[config.mk]
export PLATFORM = sky130hd
export DESIGN_NAME = tri_vertex_unpacker
export DESIGN_NICKNAME = d
export VERILOG_FILES = /design/src/rtl/tri_vertex_unpacker.sv
export SDC_FILE = /design/constraint.sdc
export NUM_CORES = 1
export LEC_CHECK = 0
export CORE_UTILIZATION = 45
export DETAILED_ROUTE_END_ITERATION = 6
export PLACE_DENSITY = 0.72
export SLEW_MARGIN = 20
export SYNTH_ARGS = -nofsm -noshare
export SYNTH_HDL_FRONTEND = slang
export SYNTH_SLANG_ARGS = --single-unit
[constraint.sdc]
create_clock -name clk_in -period 16.7 [get_ports clk_in]
set_input_delay 3.34 -clock clk_in [delete_from_list [all_inputs] [get_ports clk_in]]
set_output_delay 3.34 -clock clk_in [all_outputs]
set_load 0.05 [all_outputs]
[src/rtl/tri_vertex_unpacker.sv]
// tri_vertex_unpacker: buffers whole triangles in a small FIFO and replays them one vertex per handshake,
// then pulses obj_done_out once an announced object has fully drained.
module tri_vertex_unpacker #(
  parameter int DEPTH = 2,
  parameter int CNT_W = 16
) (
  input  logic                  clk_in,
  input  logic                  rst_in,
  input  logic [3:0][31:0]      v1_in,
  input  logic [3:0][31:0]      v2_in,
  input  logic [3:0][31:0]      v3_in,
  input  logic                  valid_in,
  input  logic                  obj_done_in,
  output logic                  ready_out,
  output logic [3:0][31:0]      vert_out,
  output logic [1:0]            vert_idx_out,
  output logic                  tri_last_out,
  output logic                  vert_valid_out,
  input  logic                  vert_ready_in,
  output logic                  obj_done_out,
  output logic [CNT_W-1:0]      tri_count_out
);
  localparam int AW = (DEPTH > 1) ? $clog2(DEPTH) : 1;
  localparam logic [1:0] IDLE = 2'd0, EMIT = 2'd1, DONE = 2'd2;
  logic [2:0][3:0][31:0] mem_q [DEPTH];
  logic [AW-1:0] wr_q, rd_q;
  logic [AW:0] cnt_q, cnt_d;
  logic [1:0] state_q, state_d, idx_q, idx_d;
  logic pend_q, pend_d, push, pop;
  logic [CNT_W-1:0] tri_q;
  // ready comes from the registered occupancy only, so a same-cycle pop never frees a full FIFO
  assign ready_out = !rst_in && (cnt_q < (AW+1)'(DEPTH));
  assign push = valid_in && ready_out;
  assign pop = (state_q == EMIT) && vert_ready_in && (idx_q == 2'd2);
  assign cnt_d = cnt_q + (AW+1)'(push) - (AW+1)'(pop);
  always_comb begin
    state_d = state_q;
    idx_d = idx_q;
    pend_d = pend_q | obj_done_in;
    if (state_q == IDLE) begin
      state_d = (cnt_q != '0) ? EMIT : pend_q ? DONE : IDLE;
      idx_d = 2'd0;
    end else if (state_q == EMIT) begin
      idx_d = !vert_ready_in ? idx_q : (idx_q == 2'd2) ? 2'd0 : idx_q + 2'd1;
      state_d = !pop ? EMIT : (cnt_d != '0) ? EMIT : pend_q ? DONE : IDLE;
    end else begin
      state_d = IDLE;
      pend_d = obj_done_in;
    end
  end
  always_ff @(posedge clk_in or posedge rst_in) begin
    if (rst_in) begin
      wr_q <= '0;
      rd_q <= '0;
      cnt_q <= '0;
      state_q <= IDLE;
      idx_q <= 2'd0;
      pend_q <= 1'b0;
      tri_q <= '0;
    end else begin
      wr_q <= push ? wr_q + AW'(1) : wr_q;
      rd_q <= pop ? rd_q + AW'(1) : rd_q;
      cnt_q <= cnt_d;
      state_q <= state_d;
      idx_q <= idx_d;
      pend_q <= pend_d;
      tri_q <= (push && !(&tri_q)) ? tri_q + CNT_W'(1) : tri_q;
    end
  end
  always_ff @(posedge clk_in) begin
    if (push) mem_q[wr_q] <= {v3_in, v2_in, v1_in};
  end
  assign vert_valid_out = (state_q == EMIT);
  assign vert_out = vert_valid_out ? mem_q[rd_q][idx_q] : '0;
  assign vert_idx_out = idx_q;
  assign tri_last_out = vert_valid_out && (idx_q == 2'd2);
  assign obj_done_out = (state_q == DONE);
  assign tri_count_out = tri_q;
endmodule

; ---- Yosys cells after proc, flatten, opt, wreduce, memory -nomap -nowiden
; Memory sizes are Yosys's and may differ from the RTL's.
; Cells that the tools add are included.
[classes]
n_reduce_logical = 15
bitwise = 1
n_eq_ne = 3
muxes = 17
order_cmp = 2
n_addsub = 6
[ops]
columns = operator, count
row1 = $bmux 128 s2, 1
row2 = $mux 128, 2
row3 = $mux 2, 10
row4 = $add 16x1->16 const B, 1
row5 = $reduce_and 16->1, 1
row6 = $reduce_bool 2->1, 4
row7 = $logic_and 1x1->1, 6
row8 = $eq 2x2->1 const B, 2
row9 = $mux 1, 4
row10 = $lt 2x3->1 const B, 1
row11 = $add 1x1->1 const B, 2
row12 = $add 2x1->2, 1
row13 = $add 2x1->2 const B, 1
row14 = $eq 2x1->1 const B, 1
row15 = $logic_not 1->1, 2
row16 = $logic_not 2->1, 1
row17 = $lt 2x2->1 const B, 1
row18 = $reduce_and 2->1, 1
row19 = $sub 2x1->2, 1
row20 = $or 1x1->1, 1
[totals]
regBits = 25
ramBits = 768
inputBits = 389
word_cells = 52
memories = 1
[memory_table]
columns = name, depth, word_bits, rd, rd_clocked_by_memory_dff, wr, line_no
row1 = mem_q, 2, 384, 1, 0, 1, 25  ; logic [2:0][3:0][31:0] mem_q [DEPTH];

; ---- Depth between registers and ports, before layout
[depth]
ltp_word = 10
depth_mapped = 12
ltp_nobuf = 12

; ---- Least setup slack after synthesis
; Ideal clock, no wire load.
[synth_path]
path_kind = input to register
startpoint = in rst_in
endpoint = mem mem_q[0][0] in the netlist's numbering, enable pin
setup_time_ns = 1.141
t_required_ns = 15.559
t_arrival_ns = 19.773
path_stages = 4
path_slack_ns = -4.213
cell_sequence = nor3b_2 -> inv_2 -> clkbuf_1 -> nor2_1
[synth_via]
elab_chain_len = 5
[synth_lines]
columns = element, line_no
row1 = "start, declared", 8  ; input logic rst_in,
row2 = $logic_not 1->1 (no line), -
row3 = $logic_and 1x1->1, 32  ; assign ready_out = !rst_in && (cnt_q < (AW+1)'(DEPTH));
row4 = $logic_and 1x1->1, 33  ; assign push = valid_in && ready_out;
row5 = $mux 1, 71  ; if (push) mem_q[wr_q] <= {v3_in, v2_in, v1_in};
row6 = $mux 1 (implied by the code), 71
row7 = "end, declared", 25
; No other way between the ends.

==> flow_summary.yaml <==
cells_and_area:
  layout-drive-gt1-share: 0.05991
  final_common_cell: "edfxtp_1"
  final-seq-area_um2: 23700
  multi_input_area_um2: 6684
  n_fill_cell: 5038
  fin_util: 0.5896
  area_growth_pct: 28.84
  mostFrequentLayoutCells: "edfxtp_1 (768), clkdlybuf4s50_1 (538), nor2_1 (262)"
  fin_area_um2: 39810
  nNetsFinal: 2814
routing:
  wl_per_cell_um: 21.71
  viasPerCell: 5.492
  firstDrtPassIters: 5
  antenna_left: 0
  drt-total-wl_um: 73420
  drc: 0
  num_vias: 18570
  drtIter0Drc: 1204
logic_synthesis:
  synth-async-reset-ratio: 0.03153
  synthCells: 1909
  synth_top_flop_cell: "edfxtp_1"
  ys_ff_latch: 793
  synth_area_um2: 30900
  seq_area_frac_synth: 0.7666
  yosysTopAreaCell: "edfxtp_1"
  synth_top_area_share: 0.7464
  synthTopCellsByArea: "edfxtp_1 (75%), mux2i_1 (8.3%), a211oi_1 (6.2%)"
  ys.warnings.count: 0
  synth_edf_count: 768
  syn_nets: 2301
  ys_types: 36
  syn_avg_cell_area_um2: 16.19
global_route:
  grt-ovfl-total: 0
  antenna_found_initial: 36
  first_global_vias: 18870
  gr-usage-all-layers: 0.2066
  grt_max_degree: 179
  grt_pass1_wl_um: 109700
worst_setup_path:
  worstSetupPathType: "reg -> out"
  critical_path_arrival_ps: 4850
  reg2regPathDepth: 6
  cp-startpoint: "vert_idx_out[0]"
  path_cells: "nor2b_4, buf_12, buf_4, a21oi_1, a211oi_1, clkdlybuf4s50_1"
  endpoint_kind: "output pin"
  max_stage_delay_ps: 880
  worst-path-max-fanout: 165
  startpoint_type: "flip-flop"
  crit_required_ps: 13360
  r2r-start: "cnt_q[1]"
  crit_slowest_cell: "clkdlybuf4s50_1"
sta:
  setup_viol_count_final: 0
  finClkSkew_ps: 20.73
  max_freq_mhz: 122.1
  finalCritPeriodShare: 0.4905
  tightest_slew_ps: 1186
  holdWs_ps: 494.0
  max_slew_margin: 0.2096
  hold_viol: 0
  period_minus_slack_ps: 8192
  maxSlewViolCount: 0
  rsz0062_at_grt: "false"
  totalNegativeSetupSlack_ps: 0
clock_network:
  cts_root_buf: "clkbuf_16"
  tritoncts: "built"
  cts_setup_buffers: 0
  postCtsResizedCells: 0
  cts_buffers: 82
  cts_num_sinks: 793
  htreeDepth: 3
  clkLatencyLatePin_ps: 630
  clkTransAtPathRegs_ps: 60
  hold_buffers: 0
  clk_path_buf_depth: 3
min_path:
  hold_path_depth: 1
  min_path_type: "reg -> reg"
  hold_start: "pend_q"
run:
  cap_violations: 0
floorplanning:
  io_pins: 539
  die_area_um2: 69710
  rows: 95
  core_area_um2: 67510
  die-width_um: 264.0
  start_util: 0.4577
  die_h_um: 264.0
pwr:
  ir_drop_mv: 0.2094
  leakage_nw: 12.98
  power_density_nw_per_um2: 199.6
placed_design:
  gp_congestion: 0.8281
  place_hpwl_um: 45430
  place.port_buffers: 538
  post_dp_cell_area_um2: 37110
status:
  status: "finished clean"
==> layer usage <==
metal	GRT usage	part of all wire	vias to the layer above	routed length, µm
li1	-	-	8500	-
met1	0.2411	0.38	9216	27750
met2	0.3475	0.50	663	36950
met3	0.07103	0.084	159	6200
met4	0.08564	0.031	30	2312
met5	0	0.0027	-	200
==> critical path, delay by kind of cell, from the launching register on <==
| family | cells | cell delay [ps] |
|---|---|---|
| AO/OA/AOI/OAI | 2 | 520 |
| buffers and inverters | 3 | 2290 |
| flip-flops | 1 | 820 |
| AND/OR/NAND/NOR | 1 | 310 |
==> per-stage QoR <==
stage / worst slack (ps) / std cells / power (mW)
3_3_place_gp: 8627 / 3211 / 6.175
2_1_floorplan: -4213 / 1909 / 5.133
6_report: 8508 / 3381 / 7.945
5_1_grt: 8266 / 3378 / 8.262
3_5_place_dp: 8635 / 3211 / 6.219
4_1_cts: 8522 / 3360 / 8.009
==> state kept, by name, indices dropped and copies added (netlist names) <==
name	flops
pend_q	1
mem_q	768
vert_idx_out	2
cnt_q	2
tri_count_out	16
rd_q	1
wr_q	1
state_q	2
==> cell type report <==
type                       count  share of cell area
tap                          873             0.02744
clock buffer                 103             0.05406
antenna                       21            0.001320
clock inverter                46             0.01223
multi-input combinational    975              0.1679
timing repair buffer         561              0.1409
inverter                       9           0.0008486
sequential                   793              0.5953
==> synth_stat cells, drive strengths merged, types with 7 or more instances <==
master and instances:
a211oi 254, a21oi 128, buf 44, clkbuf 88, dfrtp 25, edfxtp 768, inv 9, mux2i 256
nand2 7, nand3 7, nor2 264, nor3 9, xor2 14
==> logic make-up (layout without fill, tap and decap cells) <==
logic type      after synthesis  count (layout)  synth area share
other cells                   0              21                 0
fa+ha+maj                     3               3          0.001215
buf+inv                     141             719           0.01851
xor+xnor                     19              19          0.005386
compound gates              391             391           0.08447
flops                       793             793            0.7666
simple gates                305             305           0.04049
mux                         257             257           0.08330
==> report_power, final <==
part           switching [mW]  internal (mW)  total (mW)
combinational            2.45           1.16        3.62
clock                   0.743           1.03        1.77
sequential              0.126           2.43        2.55
total                    3.32           4.62        7.94
==> path summary, 6_finish.rpt <==
check	endpoint	slack [ps]
min in group asynchronous	tri_count_out[8]	3200
min	pend_q	490
max reg2reg	mem_q[1][5]	12220
max in group asynchronous	vert_idx_out[1]	13010
max	vert_out[102]	8510
min reg2reg	pend_q	490
No activity file was read; power rests on OpenSTA's default activity.
